### config.mk
export PLATFORM = sky130hd
export DESIGN_NAME = tour_sequencer
export DESIGN_NICKNAME = d
export VERILOG_FILES = /design/src/rtl/tour_sequencer_pkg.sv /design/src/rtl/tour_sequencer_move_decode.sv /design/src/rtl/tour_sequencer.sv
export SDC_FILE = /design/constraint.sdc
export NUM_CORES = 1
export LEC_CHECK = 0
export BUFFER_PORTS_ARGS = -buffer_cell sky130_fd_sc_hd__buf_2
export CORE_AREA = 2 2 71 73
export CTS_BUF_LIST = sky130_fd_sc_hd__clkbuf_16
export CTS_CLUSTER_SIZE = 8
export DETAILED_ROUTE_END_ITERATION = 10
export DIE_AREA = 0 0 73 75
export RECOVER_POWER = 50
export SLEW_MARGIN = 20
export SYNTH_ARGS = -nofsm -noshare
export SYNTH_HDL_FRONTEND = slang
export SYNTH_HIERARCHICAL = 1
export SYNTH_SLANG_ARGS = --single-unit
### constraint.sdc
create_clock -name clk -period 1.6 [get_ports clk]
set_input_delay 0.24 -clock clk [delete_from_list [all_inputs] [get_ports clk]]
set_output_delay 0.24 -clock clk [all_outputs]
set_load 0.005 [all_outputs]
### src/rtl/tour_sequencer_pkg.sv
// Shared constants and types for the knight's-tour command sequencer.
// Holds the UART command opcodes, compass headings, response bytes and FSM state type.
// Imported by tour_sequencer and move_decode; contains no logic.
package tour_sequencer_pkg;

  // Command word layout: [15:12] opcode, [11:4] heading, [3:0] square count
  localparam logic [3:0] OPC_MOVE    = 4'h2;
  localparam logic [3:0] OPC_FANFARE = 4'h3;

  // Headings: +y is north, +x is east
  localparam logic [7:0] HDG_NORTH = 8'h00;
  localparam logic [7:0] HDG_WEST  = 8'h3F;
  localparam logic [7:0] HDG_SOUTH = 8'h7F;
  localparam logic [7:0] HDG_EAST  = 8'hBF;

  localparam logic [7:0] RESP_BUSY = 8'hA5;
  localparam logic [7:0] RESP_DONE = 8'h5A;

  localparam logic [4:0] LAST_MV_INDX = 5'd23;

  typedef enum logic [2:0] {
    ST_IDLE,
    ST_VERT,
    ST_VERT_ACK,
    ST_HORZ,
    ST_HORZ_ACK
  } state_t;

endpackage

### src/rtl/tour_sequencer_move_decode.sv
// Decodes a one-hot knight move into vertical and horizontal leg counts and headings.
// Latency: purely combinational. Backpressure: none.
// Ports: move (one-hot) in; dx_sq/dy_sq square counts and horz_hdg/vert_hdg headings out.
module move_decode
  import tour_sequencer_pkg::*;
(
  input  logic [7:0] move,
  output logic [3:0] dx_sq,
  output logic [3:0] dy_sq,
  output logic [7:0] vert_hdg,
  output logic [7:0] horz_hdg
);

  always_comb begin
    // Anything not exactly one-hot is an illegal move: zero-length legs, so the
    // robot stays put while the sequence still advances.
    dx_sq    = 4'd0;
    dy_sq    = 4'd0;
    vert_hdg = HDG_NORTH;
    horz_hdg = HDG_EAST;
    case (move)
      8'h01: begin dx_sq = 4'd1; horz_hdg = HDG_EAST; dy_sq = 4'd2; vert_hdg = HDG_NORTH; end
      8'h02: begin dx_sq = 4'd1; horz_hdg = HDG_WEST; dy_sq = 4'd2; vert_hdg = HDG_NORTH; end
      8'h04: begin dx_sq = 4'd2; horz_hdg = HDG_WEST; dy_sq = 4'd1; vert_hdg = HDG_NORTH; end
      8'h08: begin dx_sq = 4'd2; horz_hdg = HDG_WEST; dy_sq = 4'd1; vert_hdg = HDG_SOUTH; end
      8'h10: begin dx_sq = 4'd1; horz_hdg = HDG_WEST; dy_sq = 4'd2; vert_hdg = HDG_SOUTH; end
      8'h20: begin dx_sq = 4'd1; horz_hdg = HDG_EAST; dy_sq = 4'd2; vert_hdg = HDG_SOUTH; end
      8'h40: begin dx_sq = 4'd2; horz_hdg = HDG_EAST; dy_sq = 4'd1; vert_hdg = HDG_SOUTH; end
      8'h80: begin dx_sq = 4'd2; horz_hdg = HDG_EAST; dy_sq = 4'd1; vert_hdg = HDG_NORTH; end
      default: ;
    endcase
  end

endmodule

### src/rtl/tour_sequencer.sv
// Plays a solved 24-move knight's tour to the command processor, or passes UART commands through when idle.
// Latency: cmd/cmd_rdy/resp are combinational from state, move and mv_indx; one state register only.
// Backpressure: each leg is held with cmd_rdy=1 until clr_cmd_rdy, then waits for send_resp before the next leg.
// Ports: start_tour/move/mv_indx to the solver; cmd_UART/cmd_rdy_UART from the UART wrapper;
//        clr_cmd_rdy/send_resp from the command processor; cmd/cmd_rdy/resp muxed outputs.
module tour_sequencer
  import tour_sequencer_pkg::*;
(
  input  logic        clk,
  input  logic        rst_n,
  input  logic        start_tour,
  input  logic [7:0]  move,
  output logic [4:0]  mv_indx,
  input  logic [15:0] cmd_UART,
  input  logic        cmd_rdy_UART,
  input  logic        clr_cmd_rdy,
  input  logic        send_resp,
  output logic [15:0] cmd,
  output logic        cmd_rdy,
  output logic [7:0]  resp
);

  state_t     state;
  state_t     state_nxt;
  logic [4:0] mv_indx_nxt;

  logic [3:0] dx_sq;
  logic [3:0] dy_sq;
  logic [7:0] vert_hdg;
  logic [7:0] horz_hdg;
  logic       last_move;

  move_decode u_move_decode (
    .move     (move),
    .dx_sq    (dx_sq),
    .dy_sq    (dy_sq),
    .vert_hdg (vert_hdg),
    .horz_hdg (horz_hdg)
  );

  assign last_move = (mv_indx == LAST_MV_INDX);

  always_ff @(posedge clk or negedge rst_n) begin
    if (!rst_n) begin
      state   <= ST_IDLE;
      mv_indx <= 5'd0;
    end else begin
      state   <= state_nxt;
      mv_indx <= mv_indx_nxt;
    end
  end

  always_comb begin
    state_nxt   = state;
    mv_indx_nxt = mv_indx;
    cmd         = cmd_UART;
    cmd_rdy     = cmd_rdy_UART;
    resp        = RESP_DONE;
    case (state)
      ST_IDLE: begin
        mv_indx_nxt = 5'd0;
        if (start_tour) state_nxt = ST_VERT;
      end
      ST_VERT: begin
        cmd     = {OPC_MOVE, vert_hdg, dy_sq};
        cmd_rdy = 1'b1;
        resp    = RESP_BUSY;
        // clr_cmd_rdy wins; a coincident send_resp belongs to the previous command
        if (clr_cmd_rdy) state_nxt = ST_VERT_ACK;
      end
      ST_VERT_ACK: begin
        cmd     = {OPC_MOVE, vert_hdg, dy_sq};
        cmd_rdy = 1'b0;
        resp    = RESP_BUSY;
        if (send_resp) state_nxt = ST_HORZ;
      end
      ST_HORZ: begin
        cmd     = {OPC_FANFARE, horz_hdg, dx_sq};
        cmd_rdy = 1'b1;
        resp    = RESP_BUSY;
        if (clr_cmd_rdy) state_nxt = ST_HORZ_ACK;
      end
      ST_HORZ_ACK: begin
        cmd     = {OPC_FANFARE, horz_hdg, dx_sq};
        cmd_rdy = 1'b0;
        // The final leg's response goes back as a normal UART response
        resp    = last_move ? RESP_DONE : RESP_BUSY;
        if (send_resp) begin
          if (last_move) begin
            state_nxt   = ST_IDLE;
            mv_indx_nxt = 5'd0;
          end else begin
            state_nxt   = ST_VERT;
            mv_indx_nxt = mv_indx + 5'd1;
          end
        end
      end
      default: begin
        state_nxt   = ST_IDLE;
        mv_indx_nxt = 5'd0;
      end
    endcase
  end

endmodule

==> results.yml, run 1 <==
sta:
  timing.final.max_slew_violations: 0
  setup_slack_ns: -0.224
  min_period_ns: 1.82
  finalSetupViolCount: 21
  fin_worst_skew_ns: 0.000869
  final_hold_viol_count: 0
  rsz0062_at_grt: "true"
  max_freq_mhz: 548
  min_period_over_period_pct: 114
power:
  power.density_nw_per_um2: 1540
  peakVddDrop_mv: 0.811
  power.leakage_nw: 1.20
  p_switching_mw: 1.59
  power.combinational.fraction_pct: 81.3
  p_clk_share_pct: 10.6
  cellInternalPower_mw: 2.40
  total_power_mw: 3.99
  sequentialPowerShare_pct: 8.1
  swShare_pct: 39.9
clock_tree:
  cts_inserted_buffers: 3
  clk_pin_slew_ns: 0.04
  cts_tree: "yes"
  clk_tree_root_cell: "sky130_fd_sc_hd__clkbuf_16"
  cts_buffer_depth: 2
  clock_sink_count: 8
  clock_insertion_delay_worst_skew_ns: 0.23
  htree_num_levels: 1
worst_setup_path:
  cp_slowest_cell: "sky130_fd_sc_hd__o31a_1"
  ff2ff_path_depth: 6
  dominant_delay_contributor_by_cell_family_on_the_critical_path: "compound AO/OA/AOI/OAI gates"
  critPathArrivalTime_ns: 1.58
  path_max_fanout: 3
  critical_path.reg2reg.startpoint: "mv_indx[1]$_DFFE_PN0P_"
  critPathBufInv: 3
  worst-path-stages: 9
  cpPeakStageDelay_ns: 0.34
  critical_path.endpoint_type: "output port"
  worstPathCellList: "buf_12, buf_12, xnor2_4, nor3_2, o31a_1, mux2i_1, a2bb2oi_1, o211a_1, buf_2"
  worstSetupEndpoint: "cmd[0]"
  critical-path-top-cell-by-count: "sky130_fd_sc_hd__buf_12"
  path_class: "input pin to output port"
  timing.critical_path.from_type: "input pin"
  required_time_at_the_worst_slack_endpoint_ns: 1.36
  rrSetupSlack_ns: 0.14
  reg2reg_to: "mv_indx[0]$_DFFE_PN0P_"
  critPathLaunch: "move[2]"
routing:
  via_count: 1755
  avgViaCountPerCell: 5.24
  detail_route.drc_violations: 0
  initial_drt_pass_iterations: 5
  routed_wl_mm: 4.88
  drt_iter0_markers: 95
  route.antenna.remaining_nets: 0
  routedWlPerCell_um: 14.6
synthesis:
  flop_and_latch_count_out_of_synthesis: 8
  syn-mean-instance-area_sq_um: 7.75
  adder_cell_share_of_the_synthesized_area_pct: 0.780
  synth_seq_area_share_pct: 12.5
  post_synth_mux_area_share_pct: 8.74
  synth-edff-count: 0
  compound_gate_portion_of_the_synthesized_area_pct: 25.7
  synth_async_sr_flop_share_pct: 100
  post_synth_inst_count: 207
  synth_top_family_by_area: "simple AND/OR/NAND/NOR gates"
  synth_area_sq_um: 1600
  synth_xor_xnor_area_share_pct: 3.28
  yosys.cell_types.count: 39
  synth_warnings: 6
  synth_flop_cell: "sky130_fd_sc_hd__dfrtp_1"
  synth-simple-area-share_pct: 27.8
die:
  row_count: 25
  die-width_um: 73
  die_area_sq_um: 5480
  initial_utilization_pct: 34.4
  floorplan.core_area_sq_um: 4660
  top_level_ports: 60
  die_height_um: 75
placement:
  io_buffers: 59
  dpl.hpwl_mm: 2.89
  dp_worst_setup_slack_ns: -0.242
  placed_cell_area_sq_um: 1900
  global_placer_s_final_weighted_congestion: 0.761
  dp_cells: 309
global_route:
  first_pass_grt_wire_length_mm: 7.39
  grt_antenna_before_repair: 0
  grt_pass1_vias: 1566
  grtUsageTotal_pct: 16.9
  grt_start_max_net_pins: 15
  gr-total-overflow: 0
layout:
  area_delta_synth_final_pct: 61.8
  fraction_of_layout_cells_with_a_size_suffix_above_1_pct: 52.3
  finish.utilization_pct: 55.7
  layoutNonFillerInstCount: 335
  num_antenna_cells: 0
  nFillCells: 407
  count_of_nets_after_finishing: 314
  layout.cell_area.non_filler_sq_um: 2590
min_path:
  timing.hold.worst.class: "input pin to flip-flop"
  holdCritStartpoint: "start_tour"
status:
  run_status: "finished with violations"
  violations: "setup timing"
flow_run:
  maxCapViolations: 0
==> layout by cell type, fill, tap and decap left out, types with 3 or more instances in the layout <==
master                      netlist  layout
sky130_fd_sc_hd__buf_6            6      12
sky130_fd_sc_hd__nor2b_1         18      18
sky130_fd_sc_hd__dfrtp_2          0       3
sky130_fd_sc_hd__a21oi_1          6       3
sky130_fd_sc_hd__a2bb2oi_1       12      10
sky130_fd_sc_hd__o22ai_1          4       4
sky130_fd_sc_hd__dfrtp_1          8       5
sky130_fd_sc_hd__xnor2_2          0       3
sky130_fd_sc_hd__nor2_1           5       3
sky130_fd_sc_hd__nor4b_4          0       3
sky130_fd_sc_hd__mux2i_1         14      14
sky130_fd_sc_hd__buf_2            7      51
sky130_fd_sc_hd__nor3_1          16       4
sky130_fd_sc_hd__o211a_1         12      12
sky130_fd_sc_hd__buf_12           0       7
sky130_fd_sc_hd__clkbuf_16        0       3
sky130_fd_sc_hd__nor3_4           0       3
sky130_fd_sc_hd__buf_4           29      29
sky130_fd_sc_hd__o21ai_1         11      13
sky130_fd_sc_hd__nor3_2           0       9
sky130_fd_sc_hd__nand2_1         10       8
sky130_fd_sc_hd__conb_1           2      12
sky130_fd_sc_hd__a21oi_2          0       3
sky130_fd_sc_hd__o31a_1           3       3
==> synthesized netlist by cell type (2+ instances only) <==
| library cell | n | area (sq um) |
|---|---|---|
| sky130_fd_sc_hd__buf_4 | 29 | 218 |
| sky130_fd_sc_hd__nor2b_1 | 18 | 113 |
| sky130_fd_sc_hd__nor3_1 | 16 | 80.1 |
| sky130_fd_sc_hd__mux2i_1 | 14 | 140 |
| sky130_fd_sc_hd__a2bb2oi_1 | 12 | 105 |
| sky130_fd_sc_hd__o211a_1 | 12 | 120 |
| sky130_fd_sc_hd__o21ai_1 | 11 | 55.1 |
| sky130_fd_sc_hd__nand2_1 | 10 | 37.5 |
| sky130_fd_sc_hd__dfrtp_1 | 8 | 200 |
| sky130_fd_sc_hd__buf_2 | 7 | 35.0 |
| sky130_fd_sc_hd__a21oi_1 | 6 | 30.0 |
| sky130_fd_sc_hd__buf_6 | 6 | 67.6 |
| sky130_fd_sc_hd__nor4b_1 | 6 | 52.6 |
| sky130_fd_sc_hd__nor2_1 | 5 | 18.8 |
| sky130_fd_sc_hd__nor4_1 | 4 | 25.0 |
| sky130_fd_sc_hd__o21ai_0 | 4 | 20.0 |
| sky130_fd_sc_hd__o22ai_1 | 4 | 25.0 |
| sky130_fd_sc_hd__xnor2_1 | 4 | 35.0 |
| sky130_fd_sc_hd__nand2b_1 | 3 | 18.8 |
| sky130_fd_sc_hd__o31a_1 | 3 | 26.3 |
| sky130_fd_sc_hd__conb_1 | 2 | 7.51 |
| sky130_fd_sc_hd__nand3_1 | 2 | 10.0 |
| sky130_fd_sc_hd__nand4_1 | 2 | 12.5 |
| sky130_fd_sc_hd__nand4b_1 | 2 | 17.5 |
| sky130_fd_sc_hd__nor4bb_1 | 2 | 20.0 |
| sky130_fd_sc_hd__xor2_1 | 2 | 17.5 |
==> sequential cells by signal, indices dropped and copies added, names as in the netlist <==
signal	flops
state	3
mv_indx	5
==> per-stage QoR <==
step / hold WS (ns) / setup TNS [ns]
after global routing: 0.355 / -4.29
after detailed placement: 0.0962 / -2.45
after floorplan: -0.0556 / -0.0123
after CTS: 0.314 / -2.73
after global placement: 0.0953 / -1.99
final: 0.313 / -2.47
==> worst reg2reg max path, cell delays in order, from the launching register on <==
cell and delay (ns):
sky130_fd_sc_hd__dfrtp_1 0.39, sky130_fd_sc_hd__ha_2 0.21, sky130_fd_sc_hd__nand4b_1 0.18, sky130_fd_sc_hd__buf_4 0.19, sky130_fd_sc_hd__buf_4 0.13, sky130_fd_sc_hd__a21oi_1 0.14
sky130_fd_sc_hd__o22ai_1 0.09
==> power by group through the flow <==
stage	clock network, mW	registers (mW)	logic, mW
3_3_place_gp	0	0.278	2.36
5_1_grt	0.448	0.336	3.53
2_1_floorplan	0	0.293	1.76
6_report	0.423	0.325	3.24
4_1_cts	0.431	0.323	2.96
3_5_place_dp	0	0.280	2.37
==> worst min-delay path by stage <==
stage	to	slack, ns	depth (start not counted)
global placement	mv_indx[1]$_DFFE_PN0P_	0.1	1
detailed placement	mv_indx[1]$_DFFE_PN0P_	0.1	1
finish	state[0]$_DFFE_PN0P_	0.31	3
global route	state[2]$_DFFE_PN0P_	0.35	3
CTS	state[0]$_DFFE_PN0P_	0.31	3
floorplan	mv_indx[0]$_DFFE_PN0P_	-0.06	0
==> repair_timing <==
item	CTS	global route
setup endpoints to repair	25	26
setup buffers	11	10
endpoints found under the hold margin	8	0
pin swaps	5	21
hold buffers	1	0
gates cloned	4	0
resized for setup	36	51
==> per-layer routing <==
metal  vias to the layer above  track usage, %  part of all wire (%)
li1                        878               -                     -
met1                       822            23.0                    44
met2                        49            28.3                    51
met3                         6            2.28                   3.9
met4                         0            3.91                   1.0
met5                         -               0                     0
==> cell families after synthesis <==
group / after synthesis
muxes: 14
xor gates and xnor gates: 6
buffers and inverters: 45
and+or+nand+nor: 75
AOI/OAI and AO/OA: 56
adders and majority gates: 1
other: 2
DFF: 8
==> cell type report <==
type	instances	area, sq um	share of cell area [%]
multi-input cells	164	1380	53.2
flip-flops and latches	8	204	7.86
clock buffers	3	75.1	2.89
well taps	54	67.6	2.60
repair buffers	105	865	33.3
inverters	1	3.75	0.145
(Power assumes the default switching activity.)
==> inputs of run 2 (changes only) <==
--- a/config.mk
+++ b/config.mk
@@ -13,2 +13,3 @@
 export DIE_AREA = 0 0 73 75
+export PLACE_DENSITY_LB_ADDON = 0.2
 export RECOVER_POWER = 50
==> constraint.sdc (replaced) <==
create_clock -name clk -period 1.6 [get_ports clk]
set_input_delay 0.48 -clock clk [delete_from_list [all_inputs] [get_ports clk]]
set_output_delay 0.48 -clock clk [all_outputs]
set_load 0.005 [all_outputs]
==> run 2 against run 1 <==
Effect of this change:
- the run still ends with setup timing left
- worst hold slack worse by 0.14 ns
- clock power about the same
- total power up 2.1%
- register-to-register slack worse by 0.09 ns
- final area about the same
- cell count up 3.0%
- sequential power down 13%
- setup slack worse by 0.49 ns
- clock-buffer cell count unchanged
- core utilization down 0.054 points
- largest power group unchanged
==> results.yml, run 2 (same netlist as run 1, synthesis figures left out) <==
status:
  run_status: "finished with violations"
  violations: "setup timing"
layout:
  area_delta_synth_final_pct: 61.6
  layout.cells.most_common_list: "52 x sky130_fd_sc_hd__buf_2, 39 x sky130_fd_sc_hd__buf_4, 19 x sky130_fd_sc_hd__buf_6, 18 x sky130_fd_sc_hd__nor2b_1"
  largest_regs: "mv_indx: 5 flops, state: 3 flops"
  largest-register: "mv_indx"
  num_antenna_cells: 0
  nFillCells: 459
  count_of_nets_after_finishing: 324
  fraction_of_layout_cells_with_a_size_suffix_above_1_pct: 56.7
  layout.cells.most_common: "sky130_fd_sc_hd__buf_2"
  finish.utilization_pct: 55.6
  layoutNonFillerInstCount: 345
  flip_flop_count_of_the_largest_register_after_layout: 5
sta:
  fin_worst_skew_ns: 0.000531
  setup_slack_ns: -0.713
  min_period_ns: 2.31
  rsz0062_at_grt: "true"
  fin_hold_ws_ns: 0.172
  max_freq_mhz: 432
  timing.final.max_slew_violations: 0
  finalSetupViolCount: 25
  min_period_over_period_pct: 145
  final_hold_viol_count: 0
die:
  die_height_um: 75
  die-width_um: 73
  floorplan.core_area_sq_um: 4660
  row_count: 25
  die_area_sq_um: 5480
  initial_utilization_pct: 34.4
  top_level_ports: 60
global_route:
  first_pass_grt_wire_length_mm: 7.16
  grtUsageTotal_pct: 16.4
  grt_pass1_vias: 1511
  grt_antenna_before_repair: 0
  gr-total-overflow: 0
  grt_start_max_net_pins: 15
routing:
  via_count: 1775
  avgViaCountPerCell: 5.14
  route.antenna.remaining_nets: 0
  initial_drt_pass_iterations: 4
  routedWlPerCell_um: 13.4
  detail_route.drc_violations: 0
  drt_iter0_markers: 38
  routed_wl_mm: 4.62
worst_setup_path:
  path_class: "input pin to output port"
  required_time_at_the_worst_slack_endpoint_ns: 1.12
  path_max_fanout: 14
  reg2reg_to: "state[0]$_DFFE_PN0P_"
  critPathArrivalTime_ns: 1.83
  ff2ff_path_depth: 8
  timing.critical_path.from_type: "input pin"
  critical_path.reg2reg.startpoint: "state[0]$_DFFE_PN0P_"
  rrSetupSlack_ns: 0.05
  critical_path.endpoint_type: "output port"
clock_tree:
  clock_insertion_delay_worst_skew_ns: 0.23
  cts_inserted_buffers: 3
  clock_sink_count: 8
  cts_buffer_depth: 2
  cts_tree: "yes"
  htree_num_levels: 1
  clk_pin_slew_ns: 0.04
  clk_tree_root_cell: "sky130_fd_sc_hd__clkbuf_16"
  cts-hold-fix-buffers: 0
power:
  power.leakage_nw: 1.21
  power.density_nw_per_um2: 1570
  peakVddDrop_mv: 0.756
placement:
  dpl.hpwl_mm: 3.23
  dp_cells: 327
  dp_worst_setup_slack_ns: -0.767
  io_buffers: 59
  global_placer_s_final_weighted_congestion: 0.813
min_path:
  timing.hold.worst.class: "input pin to asynchronous set/reset pin"
flow_run:
  maxCapViolations: 0
## run 2: cell types whose count changed in the layout (fill, tap and decap cells not counted), sizes merged
cell,before,now
buf,102,112
clkbuf,4,5
dlygate4sd3,1,0
## run 2: metrics by stage
stage	power, mW	TNS (ns)	instance area, sq um
6_report	4.07	-12.36	2590
5_1_grt	4.43	-14.62	2590
4_1_cts	3.78	-10.75	2410
3_5_place_dp	2.91	-8.02	2080
3_3_place_gp	2.89	-8.10	2080
2_1_floorplan	2.13	-4.49	1760
## run 2: worst max-delay path: stages
cell and delay [ns]:
sky130_fd_sc_hd__buf_4 0.17, sky130_fd_sc_hd__xnor2_1 0.16, sky130_fd_sc_hd__nor3_1 0.06, sky130_fd_sc_hd__o31a_1 0.34, sky130_fd_sc_hd__buf_12 0.16, sky130_fd_sc_hd__mux2i_2 0.17
sky130_fd_sc_hd__a2bb2oi_2 0.07, sky130_fd_sc_hd__o211a_1 0.10, sky130_fd_sc_hd__buf_2 0.12
## run 2: how the worst max path moves through the flow
stage                       start      to  slack (ns)  cells after the start
final                     move[3]  cmd[5]       -0.71                      9
after global routing      move[3]  cmd[4]       -0.78                      9
after CTS                 move[6]  cmd[6]       -0.66                      8
after detailed placement  move[7]  cmd[1]       -0.77                      8
after global placement    move[7]  cmd[1]       -0.75                      8
after floorplan           move[6]  cmd[5]       -0.48                      7
## run 2: layout make-up
cell class | instances | area (sq um) | share of cell area [%]
Clock buffer | 3 | 75.1 | 2.90
Timing Repair Buffer | 115 | 847 | 32.7
Sequential cell | 8 | 201 | 7.77
Inverter | 1 | 3.75 | 0.145
Tap cell | 54 | 67.6 | 2.61
Multi-Input combinational cell | 164 | 1400 | 53.9
## run 2: where the power goes
| group | internal [mW] | leakage, nW | switching, mW |
|---|---|---|---|
| logic | 1.92 | 1.07 | 1.46 |
| registers | 0.245 | 0.106 | 0.0382 |
| clock network | 0.322 | 0.0370 | 0.0980 |
## run 2: metal layers
metal	GRT usage, %	up-vias	share of wire (%)
met3	2.95	4	3.7
met4	3.70	0	0.67
met2	27.5	35	50
met5	0	-	0
met1	22.1	836	45
li1	-	900	-
## run 2: timing repair
item | CTS | global route
hold endpoints to repair | 0 | 0
setup buffers | 6 | 10
gates cloned | 1 | 0
pin swaps | 16 | 12
setup endpoints to repair | 25 | 26
resized for setup | 45 | 26
